===== src/rtl/riscv_ctrl_pkg.sv =====
// Shared encodings for the multicycle RISC-V control unit: opcodes, FSM
// states, ALU operations, immediate formats and datapath select codes.
package riscv_ctrl_pkg;

    // Major opcodes (instruction[6:0])
    localparam logic [6:0] OP_R      = 7'b0110011;
    localparam logic [6:0] OP_I      = 7'b0010011;
    localparam logic [6:0] OP_LOAD   = 7'b0000011;
    localparam logic [6:0] OP_STORE  = 7'b0100011;
    localparam logic [6:0] OP_BRANCH = 7'b1100011;
    localparam logic [6:0] OP_JAL    = 7'b1101111;
    localparam logic [6:0] OP_JALR   = 7'b1100111;
    localparam logic [6:0] OP_LUI    = 7'b0110111;

    // func7 value that selects SUB on an R-type add slot
    localparam logic [6:0] F7_ALT    = 7'b0100000;

    // ALU operations
    localparam logic [2:0] ALU_ADD = 3'b000;
    localparam logic [2:0] ALU_SUB = 3'b001;
    localparam logic [2:0] ALU_AND = 3'b010;
    localparam logic [2:0] ALU_OR  = 3'b011;
    localparam logic [2:0] ALU_SLT = 3'b100;
    localparam logic [2:0] ALU_XOR = 3'b101;

    // Immediate formats
    localparam logic [2:0] IMM_I = 3'b000;
    localparam logic [2:0] IMM_S = 3'b001;
    localparam logic [2:0] IMM_B = 3'b010;
    localparam logic [2:0] IMM_J = 3'b011;
    localparam logic [2:0] IMM_U = 3'b100;

    // ALU A operand selects
    localparam logic [1:0] SRCA_PC    = 2'b00;
    localparam logic [1:0] SRCA_OLDPC = 2'b01;
    localparam logic [1:0] SRCA_REGA  = 2'b10;
    localparam logic [1:0] SRCA_ZERO  = 2'b11;

    // ALU B operand selects
    localparam logic [1:0] SRCB_REGB  = 2'b00;
    localparam logic [1:0] SRCB_IMM   = 2'b01;
    localparam logic [1:0] SRCB_FOUR  = 2'b10;
    localparam logic [1:0] SRCB_ZERO  = 2'b11;

    // Result bus selects
    localparam logic [1:0] RES_ALUOUT = 2'b00;
    localparam logic [1:0] RES_ALU    = 2'b01;
    localparam logic [1:0] RES_MDR    = 2'b10;
    localparam logic [1:0] RES_IMM    = 2'b11;

    // Multicycle FSM states
    typedef enum logic [3:0] {
        S_FETCH     = 4'd0,
        S_DECODE    = 4'd1,
        S_MEM_ADR   = 4'd2,
        S_MEM_READ  = 4'd3,
        S_MEM_WB    = 4'd4,
        S_MEM_WRITE = 4'd5,
        S_EXE_R     = 4'd6,
        S_EXE_I     = 4'd7,
        S_ALU_WB    = 4'd8,
        S_BRANCH    = 4'd9,
        S_JAL       = 4'd10,
        S_JALR      = 4'd11,
        S_JALR_PC   = 4'd12,
        S_LUI       = 4'd13,
        S_ILLEGAL   = 4'd14
    } state_t;

endpackage


===== src/rtl/alu_decoder.sv =====
// Combinational instruction-field decoder: picks the ALU operation used by
// the R/I execute states and flags any instruction the FSM cannot run.
module alu_decoder
    import riscv_ctrl_pkg::*;
(
    input  logic [6:0] opcode,
    input  logic [2:0] func3,
    input  logic [6:0] func7,
    output logic [2:0] aluop,
    output logic       legal
);

    logic [2:0] f3_aluop;
    logic       f3_ok;
    logic       is_sub;

    // Shared func3 -> ALU map for register and immediate arithmetic
    always_comb begin
        f3_aluop = ALU_ADD;
        f3_ok    = 1'b1;
        case (func3)
            3'b000:  f3_aluop = ALU_ADD;
            3'b111:  f3_aluop = ALU_AND;
            3'b110:  f3_aluop = ALU_OR;
            3'b010:  f3_aluop = ALU_SLT;
            3'b100:  f3_aluop = ALU_XOR;
            default: f3_ok    = 1'b0;
        endcase
    end

    assign is_sub = (func7 == F7_ALT) && (func3 == 3'b000);

    // Per-opcode legality; only R-type can turn ADD into SUB
    always_comb begin
        aluop = ALU_ADD;
        legal = 1'b0;
        case (opcode)
            OP_R: begin
                legal = f3_ok && ((func7 == 7'b0000000) || is_sub);
                aluop = is_sub ? ALU_SUB : f3_aluop;
            end
            OP_I: begin
                legal = f3_ok;
                aluop = f3_aluop;
            end
            OP_LOAD, OP_STORE: legal = (func3 == 3'b010);
            OP_BRANCH: legal = (func3 == 3'b000) || (func3 == 3'b001) ||
                               (func3 == 3'b100) || (func3 == 3'b101);
            OP_JAL:  legal = 1'b1;
            OP_JALR: legal = (func3 == 3'b000);
            OP_LUI:  legal = 1'b1;
            default: legal = 1'b0;
        endcase
    end

endmodule


===== src/rtl/control_unit.sv =====
// Multicycle RISC-V control FSM. Outputs are decoded from the current state
// and the IR fields; only the branch PC enable also looks at the ALU flags.
module control_unit
    import riscv_ctrl_pkg::*;
(
    input  logic       clk,
    input  logic       rst,
    input  logic [6:0] opcode,
    input  logic [2:0] func3,
    input  logic [6:0] func7,
    input  logic       zer,
    input  logic       neg,
    output logic       pcen,
    output logic       adrsrc,
    output logic       memwrite,
    output logic       irwrite,
    output logic       regwrite,
    output logic [1:0] alusrca,
    output logic [1:0] alusrcb,
    output logic [2:0] aluop,
    output logic [1:0] resultsrc,
    output logic [2:0] immsrc,
    output logic       illegal_instr
);

    state_t     state;
    logic [2:0] dec_aluop;
    logic       dec_legal;
    logic       take_branch;

    alu_decoder u_alu_decoder (
        .opcode (opcode),
        .func3  (func3),
        .func7  (func7),
        .aluop  (dec_aluop),
        .legal  (dec_legal)
    );

    // Branch condition from the SUB flags: beq, bne, blt, bge
    always_comb begin
        take_branch = 1'b0;
        case (func3)
            3'b000:  take_branch = zer;
            3'b001:  take_branch = ~zer;
            3'b100:  take_branch = neg;
            3'b101:  take_branch = ~neg;
            default: take_branch = 1'b0;
        endcase
    end

    // State register and transitions; reset abandons any instruction in flight
    always_ff @(posedge clk or negedge rst) begin
        if (!rst) begin
            state <= S_FETCH;
        end else begin
            case (state)
                S_FETCH:  state <= S_DECODE;
                S_DECODE: begin
                    if (!dec_legal) begin
                        state <= S_ILLEGAL;
                    end else begin
                        case (opcode)
                            OP_R:               state <= S_EXE_R;
                            OP_I:               state <= S_EXE_I;
                            OP_LOAD, OP_STORE:  state <= S_MEM_ADR;
                            OP_BRANCH:          state <= S_BRANCH;
                            OP_JAL:             state <= S_JAL;
                            OP_JALR:            state <= S_JALR;
                            OP_LUI:             state <= S_LUI;
                            default:            state <= S_ILLEGAL;
                        endcase
                    end
                end
                S_MEM_ADR:   state <= (opcode == OP_LOAD) ? S_MEM_READ : S_MEM_WRITE;
                S_MEM_READ:  state <= S_MEM_WB;
                S_MEM_WB:    state <= S_FETCH;
                S_MEM_WRITE: state <= S_FETCH;
                S_EXE_R:     state <= S_ALU_WB;
                S_EXE_I:     state <= S_ALU_WB;
                S_ALU_WB:    state <= S_FETCH;
                S_BRANCH:    state <= S_FETCH;
                S_JAL:       state <= S_ALU_WB;
                S_JALR:      state <= S_JALR_PC;
                S_JALR_PC:   state <= S_ALU_WB;
                S_LUI:       state <= S_FETCH;
                S_ILLEGAL:   state <= S_FETCH;
                default:     state <= S_FETCH;
            endcase
        end
    end

    // Per-state datapath controls; enables are held low while reset is asserted
    always_comb begin
        pcen          = 1'b0;
        adrsrc        = 1'b0;
        memwrite      = 1'b0;
        irwrite       = 1'b0;
        regwrite      = 1'b0;
        alusrca       = SRCA_PC;
        alusrcb       = SRCB_REGB;
        aluop         = ALU_ADD;
        resultsrc     = RES_ALUOUT;
        immsrc        = IMM_I;
        illegal_instr = 1'b0;
        case (state)
            S_FETCH: begin
                irwrite   = 1'b1;
                alusrcb   = SRCB_FOUR;
                resultsrc = RES_ALU;
                pcen      = 1'b1;
            end
            S_DECODE: begin
                alusrca = SRCA_OLDPC;
                alusrcb = SRCB_IMM;
                immsrc  = (opcode == OP_JAL) ? IMM_J : IMM_B;
            end
            S_MEM_ADR: begin
                alusrca = SRCA_REGA;
                alusrcb = SRCB_IMM;
                immsrc  = (opcode == OP_STORE) ? IMM_S : IMM_I;
            end
            S_MEM_READ:  adrsrc = 1'b1;
            S_MEM_WB: begin
                resultsrc = RES_MDR;
                regwrite  = 1'b1;
            end
            S_MEM_WRITE: begin
                adrsrc   = 1'b1;
                memwrite = 1'b1;
            end
            S_EXE_R: begin
                alusrca = SRCA_REGA;
                alusrcb = SRCB_REGB;
                aluop   = dec_aluop;
            end
            S_EXE_I: begin
                alusrca = SRCA_REGA;
                alusrcb = SRCB_IMM;
                aluop   = dec_aluop;
                immsrc  = IMM_I;
            end
            S_ALU_WB: begin
                resultsrc = RES_ALUOUT;
                regwrite  = 1'b1;
            end
            S_BRANCH: begin
                alusrca   = SRCA_REGA;
                alusrcb   = SRCB_REGB;
                aluop     = ALU_SUB;
                resultsrc = RES_ALUOUT;
                pcen      = take_branch;
            end
            S_JAL, S_JALR_PC: begin
                // PC takes the target parked in ALU-out; ALU forms OLDPC+4 for rd
                alusrca   = SRCA_OLDPC;
                alusrcb   = SRCB_FOUR;
                resultsrc = RES_ALUOUT;
                pcen      = 1'b1;
            end
            S_JALR: begin
                alusrca = SRCA_REGA;
                alusrcb = SRCB_IMM;
                immsrc  = IMM_I;
            end
            S_LUI: begin
                immsrc    = IMM_U;
                resultsrc = RES_IMM;
                regwrite  = 1'b1;
            end
            S_ILLEGAL: illegal_instr = 1'b1;
            default: ;
        endcase
        if (!rst) begin
            pcen          = 1'b0;
            memwrite      = 1'b0;
            irwrite       = 1'b0;
            regwrite      = 1'b0;
            illegal_instr = 1'b0;
        end
    end

endmodule

===== config.mk =====
export PLATFORM = sky130hd
export DESIGN_NAME = control_unit
export DESIGN_NICKNAME = d
export VERILOG_FILES = /design/src/rtl/riscv_ctrl_pkg.sv /design/src/rtl/alu_decoder.sv /design/src/rtl/control_unit.sv
export SDC_FILE = /design/constraint.sdc
export NUM_CORES = 1
export LEC_CHECK = 0
export ABC_AREA = 1
export BUFFER_PORTS_ARGS = -buffer_cell sky130_fd_sc_hd__buf_4
export CORE_UTILIZATION = 31
export DETAILED_ROUTE_END_ITERATION = 6
export PLACE_DENSITY = 0.59
export SLEW_MARGIN = 20
export SYNTH_ARGS = -nofsm -noshare
export SYNTH_HDL_FRONTEND = slang
export SYNTH_SLANG_ARGS = --single-unit

===== constraint.sdc =====
create_clock -name clk -period 2.8 [get_ports clk]
set_input_delay 0.42 -clock clk [delete_from_list [all_inputs] [get_ports clk]]
set_output_delay 0.42 -clock clk [all_outputs]
set_load 0.05 [all_outputs]

==> results.toml, run 1 <==
[run_status]
outcome = "finished clean"

[placement]
numPortBuffers = 38
globalplace.congestion = 0.824
place_inst = 215
hpwl_um = 1660

[floorplanning]
die_y_um = 51.0
ios = 39
dieWidth_um = 51.0
die_area_mm2 = 0.00260
num_rows = 17
core_area_mm2 = 0.00223
initial_core_util_pct = 33.3

[power]
pwr-share-comb_pct = 81.9
p_per_area_mw_per_mm2 = 939
p_clk_share_pct = 7.0
power.leakage_nw = 0.613
p_seq_share_pct = 11.1
p_int_uw = 374
worst_ir_drop_vdd_uv = 727
swShare_pct = 63.7
switching_power_uw = 655

[timing]
whs_ps = 491
tns_ps = 0
slew_viol_final = 0
fin_crit_sh_pct = 73.3
worst_slew_margin_rel_pct = 76.1
hold_viol = 0
finalWorstPathRequiredPeriod_ps = 2050
finClkSkew_ps = 3.70
rsz0062_at_grt = "false"
fmax_ghz = 0.487
setup_viol = 0
worst_pin_slew_ps = 355

[setup_path]
crit_path_start = "rst"
reg2reg_from = "state[2]"
cp.arrival_ps = 1630
critPathSlowestCell = "dlygate4sd3_1"
cp-start-kind = "input pin"
crit_required_ps = 2380
cpMostUsedCell = "buf_4"
crit_path_max_fanout = 5
cp_cell_sequence = "dlygate4sd3_1, buf_4, inv_1, nor3_1, buf_4"
critPathMaxStageDelay_ps = 540
end_kind = "primary output"
path_class = "input pin to primary output"

[routing]
wl_per_cell_um = 8.96
route.detailed.drc = 0
totalWireLength_um = 1960
dr.pass1.iters = 4
via_per_inst = 4.55
drt_iter0_drc = 14
via_count = 997
drtAntennaViolNets = 0

[clocking]
clock_latency_ps = 230
cts-buffers-inserted = 3
cts-resized-gates = 0
clk_pin_slew_worst_paths_ps = 40
clockBufferDepth = 2
clockRootBuffer = "clkbuf_4"
clkSinkCount = 4
cts_tree = "done"
h-tree-depth = 1

[yosys]
synth_area_leaders = "nand2_1, nor2_1, dfrtp_1"
synth_top_area_share_pct = 21.2
async_flop_share_pct = 100
yosysUniqueCellTypes = 21
synth_top_cell_by_area = "nand2_1"
syn_area_per_cell_um2 = 4.99
yosysSeqAreaShare_pct = 13.5
syn-cell-area_um2 = 743
synth_edf_count = 0
netlist_instances = 149
ys.flop_type = "dfrtp_1"
syn-num-nets = 170
yosysWarnings = 0
ys_ff_latch = 4

[layout]
drive_gt1_share_pct = 31.9
largest_reg_flops = 4
largestRegisters = "state (4)"
antennaDiodeCount = 0
fin_util_pct = 49.1
syn_to_final_growth_pct = 47.5
regMostFlops = "state"
nNetsFinal = 214
final_cells = 219
final_cell_mix = "nand2_1, buf_4, nor2_1"
layout_commonest_cell = "nand2_1"

[global_routing]
grt_antenna_before_repair = 0
grt_pass1_vias = 859
track_usage_pct = 16.5
grt-ovfl-total = 0
grt_max_degree = 8
grt_pass1_wl_um = 3360

[flow_run]
cap_violations = 0

[min_path]
min-delay-start = "opcode[4]"
hold_class = "input pin to register"
-- cell type report --
type,count,area [um2]
clock buffer,3,22.5
inverter,28,105
multi-input combinational,117,538
fill,249,1140
timing repair buffer,39,295
tap,28,35.0
sequential,4,100
-- repair_timing --
| item | 4_1_cts | 5_1_grt |
|---|---|---|
| hold endpoints to repair | 4 | 0 |
| buffers inserted | 0 | 0 |
| hold buffers | 1 | 0 |
-- cells in the mapped netlist, types with 3 or more instances --
cell type,count
nor2_2,6
inv_2,6
nand2_1,42
a21oi_1,4
o21ai_0,4
nand2_2,3
inv_1,22
nand3_1,7
dfrtp_1,4
nor2_1,36
-- cell families after synthesis --
group / count (synthesis) / synth area share, %
buffers and inverters: 28 / 14.1
and+or+nand+nor: 105 / 63.0
xor gates and xnor gates: 1 / 1.18
AOI/OAI and AO/OA: 11 / 8.25
DFF: 4 / 13.5
-- power by group through the flow --
stage	clock (mW)	sequential [mW]	combinational (mW)
2_1_floorplan	0	0.108	0.618
3_3_place_gp	0	0.113	0.848
3_5_place_dp	0	0.114	0.844
4_1_cts	0.0758	0.113	0.847
5_1_grt	0.0783	0.121	0.910
6_report	0.0719	0.114	0.843
-- final timing paths --
check	end	slack, ps	cells after the start
worst min register to register	state[0]	590	3
worst max register to register	state[2]	1560	7
min in group asynchronous	state[3]	550	2
max in group asynchronous	state[2]	2140	2
worst min-delay path	state[1]	490	4
worst max-delay path	illegal_instr	750	5
-- per-stage QoR --
stage	power, mW	worst slack (ps)	area (um2)
final	1.03	747	1100
after global routing	1.11	596	1100
after CTS	1.04	781	1100
after detailed placement	0.958	963	1060
after global placement	0.961	953	1060
after floorplan	0.726	115	743
-- metal layers --
layer	GRT usage (%)	wire, um	vias up
met3	2.98	112	0
met2	27.2	884	29
li1	-	-	547
met1	22.3	965	421
met5	0	0	-
met4	2.78	0	0
-- critical path, delay by kind of cell --
family,cells,cell delay (ps)
buffers and inverters,4,1010
and+or+nand+nor,1,200
(Power assumes the default switching activity.)
==> run 2: changes to the inputs <==
- ABC_AREA: 1 -> 0
- PLACE_DENSITY: 0.59 -> 0.61
- clock period: 2.8 -> 1.8 ns (I/O delays scaled with it)
==> results.toml, run 2 <==
[floorplanning]
core_area_mm2 = 0.00223
ios = 39
num_rows = 17
initial_core_util_pct = 33.4
die_y_um = 51.0
dieWidth_um = 51.0
die_area_mm2 = 0.00261

[clocking]
clock_latency_ps = 240
cts-buffers-inserted = 3
clkSinkCount = 4
cts_tree = "done"
clockBufferDepth = 2
h-tree-depth = 1
clockRootBuffer = "clkbuf_4"
clk_pin_slew_worst_paths_ps = 40

[global_routing]
grt_max_degree = 16
grt_pass1_vias = 892
met2_usage_pct = 35.3
met3_usage_pct = 3.57
grt_pass1_wl_um = 3750
track_usage_pct = 18.7
grt-ovfl-total = 0
grt_use_met1_pct = 20.8
grt_antenna_before_repair = 0
top_usage_layer = "met2"

[yosys]
syn-cell-area_um2 = 746
synth_top_area_share_pct = 13.4
yosysSeqAreaShare_pct = 13.4
ys.flop_type = "dfrtp_1"
synth_most_common_cell = "a21oi_1"
synth_common_cells = "a21oi_1, nor2_1, nand2_1"
synth_top_cell_by_area = "dfrtp_1"
yosysUniqueCellTypes = 44
syn-num-nets = 126
async_flop_share_pct = 100
synth_edf_count = 0
netlist_instances = 105
syn_area_per_cell_um2 = 7.10
ys_ff_latch = 4
synth_area_leaders = "dfrtp_1, a21oi_1, nand2b_1"
yosysWarnings = 0

[layout]
final_cells = 184
largestRegisters = "state (4)"
syn_to_final_growth_pct = 86.4
regMostFlops = "state"
layout_commonest_cell = "buf_4"
nNetsFinal = 179
largest_reg_flops = 4
antennaDiodeCount = 0
final_cell_mix = "buf_4, buf_6, a21oi_1"
drive_gt1_share_pct = 55.8

[timing]
fin_crit_sh_pct = 103
finClkSkew_ps = 2.52
fin_ws_ps = -59.9
finalWorstPathRequiredPeriod_ps = 1860
rsz0062_at_grt = "true"
tns_ps = -124
worst_pin_slew_ps = 404
setup_viol = 3
hold_viol = 0
fmax_ghz = 0.538
worst_slew_margin_rel_pct = 72.4
slew_viol_final = 0

[placement]
globalplace.congestion = 0.808
place_inst = 175
hpwl_um = 1810
numPortBuffers = 38

[setup_path]
crit_path_start = "func7[3]"
path_class = "input pin to primary output"
cp.arrival_ps = 1590
cp-start-kind = "input pin"
end_kind = "primary output"
crit_required_ps = 1530
r2r_cells = 8
reg2reg_from = "state[3]"
crit_path_max_fanout = 2

[routing]
wl_per_cell_um = 12.6
dr.pass1.iters = 4
via_per_inst = 5.29
drt_iter0_drc = 15
via_count = 974
route.detailed.drc = 0
totalWireLength_um = 2320
drtAntennaViolNets = 0

[run_status]
outcome = "finished, violations left"
violations = "setup timing"

[power]
p_per_area_mw_per_mm2 = 1540
power.leakage_nw = 0.599
total_power_mw = 2.14
worst_ir_drop_vdd_uv = 1100

[flow_run]
cap_violations = 0

[min_path]
hold_class = "input pin to asynchronous set/reset pin"
==> run 2: changes by cell type in the layout (fill, tap and decap cells not counted), sizes merged, moves of 5 or more <==
cell / change
nand2: -38
nor2: -34
buf: +17
nor2b: +5
nand2b: +6
a21oi: +7
inv: -24
nand3: -5
==> run 2: logic make-up after synthesis <==
logic type,count (synthesis),share of synthesized area [%]
buf+inv,12,7.21
mux,2,2.85
simple gates,53,42.1
compound gates,28,27.4
flops,4,13.4
xor+xnor,6,7.05
==> run 2: cell type report <==
cell class,instances,area [um2]
clock buffers,3,22.5
well taps,28,35.0
inverters,4,15.0
fillers,215,843
flip-flops and latches,4,103
multi-input cells,89,723
repair buffers,56,492
==> run 2: repair_timing <==
item	CTS	global route
hold endpoints to repair	4	0
buffers inserted	4	2
hold buffers	1	0
endpoints found under the setup margin	9	9
pin swaps	3	2
resized for setup	19	16
==> run 2: path summary, 6_finish.rpt <==
check / end / slack (ps)
max: aluop[0] / -60
min: state[0] / 380
max reg2reg: state[3] / 320
min reg2reg: state[0] / 580
max in group asynchronous: state[2] / 1290
min in group clk: state[1] / 410
==> run 2: per-stage QoR <==
step,hold slack [ps],utilization [%],worst slack (ps),cell area [um2]
after floorplan,-25.6,-,-421,790
after global placement,88.5,52.5,-95.3,1170
after detailed placement,86.4,52.5,-134,1170
after CTS,372,58.4,-72.4,1300
after global routing,378,62.2,-107,1390
final,379,62.2,-59.9,1390
==> run 2: power breakdown <==
part           internal, mW  switching [mW]
Clock                0.0748          0.0400
Sequential            0.133          0.0839
Combinational         0.759            1.05
==> run 2: worst max-delay path, stage by stage <==
cell	delay (ps)
buf_6	90
or4_4	540
nor3_4	130
a41oi_2	140
o31ai_2	220
buf_6	190
==> run 2: metal layers <==
metal	vias up	wire length [um]
met3	0	109
met4	0	0
met1	455	987
li1	484	-
met2	35	1220
met5	-	0
==> run 3: changes to the inputs <==
- PLACE_DENSITY: 0.61 -> 0.6
- SYNTH_HIERARCHICAL: default -> 1
==> results.toml, run 3 <==
[clocking]
clockBufferDepth = 2
clkSinkCount = 4
clock_latency_ps = 240
clk_pin_slew_worst_paths_ps = 40
cts-buffers-inserted = 3
cts_tree = "done"
clockRootBuffer = "clkbuf_4"
h-tree-depth = 1

[floorplanning]
num_rows = 18
core_area_mm2 = 0.00248
initial_core_util_pct = 32.6
die_y_um = 53.1
ios = 39
dieWidth_um = 53.1
die_area_mm2 = 0.00282

[yosys]
ys.flop_type = "dfrtp_1"
ys_ff_latch = 4
synth_most_common_cell = "nor2_1"
netlist_instances = 118
synth_area_leaders = "dfrtp_1, nor2_1, nand2_1"
yosysSeqAreaShare_pct = 12.4
yosysWarnings = 6
yosysUniqueCellTypes = 46
synth_top_area_share_pct = 12.4
synth_common_cells = "nor2_1, nand2_1, a21oi_1, inv_1"
syn-cell-area_um2 = 808
syn-num-nets = 139
syn_area_per_cell_um2 = 6.85
synth_edf_count = 0
synth_top_cell_by_area = "dfrtp_1"
async_flop_share_pct = 100

[timing]
finClkSkew_ps = 5.87
finalWorstPathRequiredPeriod_ps = 1950
hold_viol = 0
slew_viol_final = 0
fin_ws_ps = -153
whs_ps = 444
fin_crit_sh_pct = 109
worst_pin_slew_ps = 275
worst_slew_margin_rel_pct = 81.4
tns_ps = -335
rsz0062_at_grt = "true"
setup_viol = 4
fmax_ghz = 0.512

[routing]
drtAntennaViolNets = 0
route.met3.wl_um = 97
met2_length_um = 1550
via_count = 1152
route.detailed.drc = 0
dr.pass1.iters = 6
drt_iter0_drc = 14
top_layer = "met4"
via_per_inst = 5.28
wl_per_cell_um = 13.9
m1WireLength_um = 1310
totalWireLength_um = 3030

[global_routing]
track_usage_pct = 21.9
grt_max_degree = 19
grt_pass1_wl_um = 4510
grt_pass1_vias = 1033
grt_antenna_before_repair = 0
grt-ovfl-total = 0

[power]
switching_power_mw = 1.42
power.leakage_nw = 0.716
p_int_mw = 1.14
pwr-share-comb_pct = 88.0
worst_ir_drop_vdd_uv = 1310
p_clk_share_pct = 4.5
p_per_area_mw_per_mm2 = 1580
swShare_pct = 55.4
p_seq_share_pct = 7.6

[flow_run]
cap_violations = 0

[placement]
globalplace.congestion = 0.785
numPortBuffers = 38
placed_area_mm2 = 0.00131
pre_cts_slack_ps = -349
hpwl_um = 2080

[layout]
syn_to_final_growth_pct = 101
final_cell_area_mm2 = 0.00162
layout_commonest_cell = "buf_4"
largestRegisters = "state (4)"
antennaDiodeCount = 0
regMostFlops = "state"
fin_util_pct = 65.5
drive_gt1_share_pct = 60.6
fill_cells = 203
final_cell_mix = "buf_4, nand2_1, buf_6"
nNetsFinal = 211
largest_reg_flops = 4

[run_status]
outcome = "finished, violations left"
violations = "setup timing"

[setup_path]
crit_path_max_fanout = 2
rrSetupSlack_ps = 470
cp_cell_sequence = "buf_6, or4_4, buf_6, o31ai_2, o21ai_1, o211ai_1, and4b_1, a211oi_2, a211oi_1, a21oi_1"
cp-start-kind = "input pin"
end_kind = "register"
crit_required_ps = 1910
cpMostUsedCell = "buf_6"
critPathSlowestCell = "or4_4"
path_class = "input pin to register"
cp.arrival_ps = 2060
critPathMaxStageDelay_ps = 530

[min_path]
hold_class = "input pin to register"
==> run 3: cells by family after synthesis <==
family	share of synthesized area, %
xor+xnor	6.50
simple gates	44.7
mux	2.48
flops	12.4
buf+inv	8.82
compound gates	25.1
==> run 3: layout make-up <==
cell class	instances	area, um2	share of cell area, %
inverters	7	26.3	1.62
flip-flops and latches	4	103	6.33
multi-input cells	100	813	50.2
well taps	30	37.5	2.31
repair buffers	74	619	38.2
clock buffers	3	22.5	1.39
==> run 3: routing by layer <==
layer | global-route usage [%] | vias to the layer above
met3 | 0.862 | 6
met1 | 27.0 | 545
met4 | 12.3 | 0
met5 | 0 | -
li1 | - | 574
met2 | 37.6 | 27
==> run 3: path summary, 6_finish.rpt <==
kind / from / end / cells after the start
worst max-delay path: func7[2] / state[3] / 10
worst min-delay path: opcode[5] / state[1] / 3
worst max register to register: state[1] / state[3] / 7
worst min register to register: state[0] / state[2] / 2
max in group asynchronous: rst / state[1] / 2
min in group asynchronous: rst / state[2] / 2
==> run 3: power by group through the flow <==
stage	Combinational [mW]	Sequential, mW	Clock [mW]
finish	2.25	0.193	0.115
global route	2.37	0.199	0.125
CTS	1.98	0.178	0.113
detailed placement	1.71	0.178	0
global placement	1.69	0.179	0
floorplan	1.23	0.157	0
==> run 3: metrics by stage <==
stage / instances / power (mW)
6_report: 218 / 2.56
5_1_grt: 218 / 2.69
4_1_cts: 214 / 2.27
3_5_place_dp: 202 / 1.89
3_3_place_gp: 202 / 1.86
2_1_floorplan: 118 / 1.38
==> run 3: repair_timing <==
item | CTS | global route
setup buffers | 8 | 5
gates resized for setup | 22 | 19
pin swaps | 16 | 18
setup endpoints to repair | 7 | 14
hold buffers | 1 | 0
endpoints found under the hold margin | 4 | 0
==> run 3: critical path, delay by kind of cell <==
| kind | cells | cell delay (ps) |
|---|---|---|
| buffers and inverters | 2 | 220 |
| and+or+nand+nor | 2 | 790 |
| AOI/OAI and AO/OA | 6 | 790 |
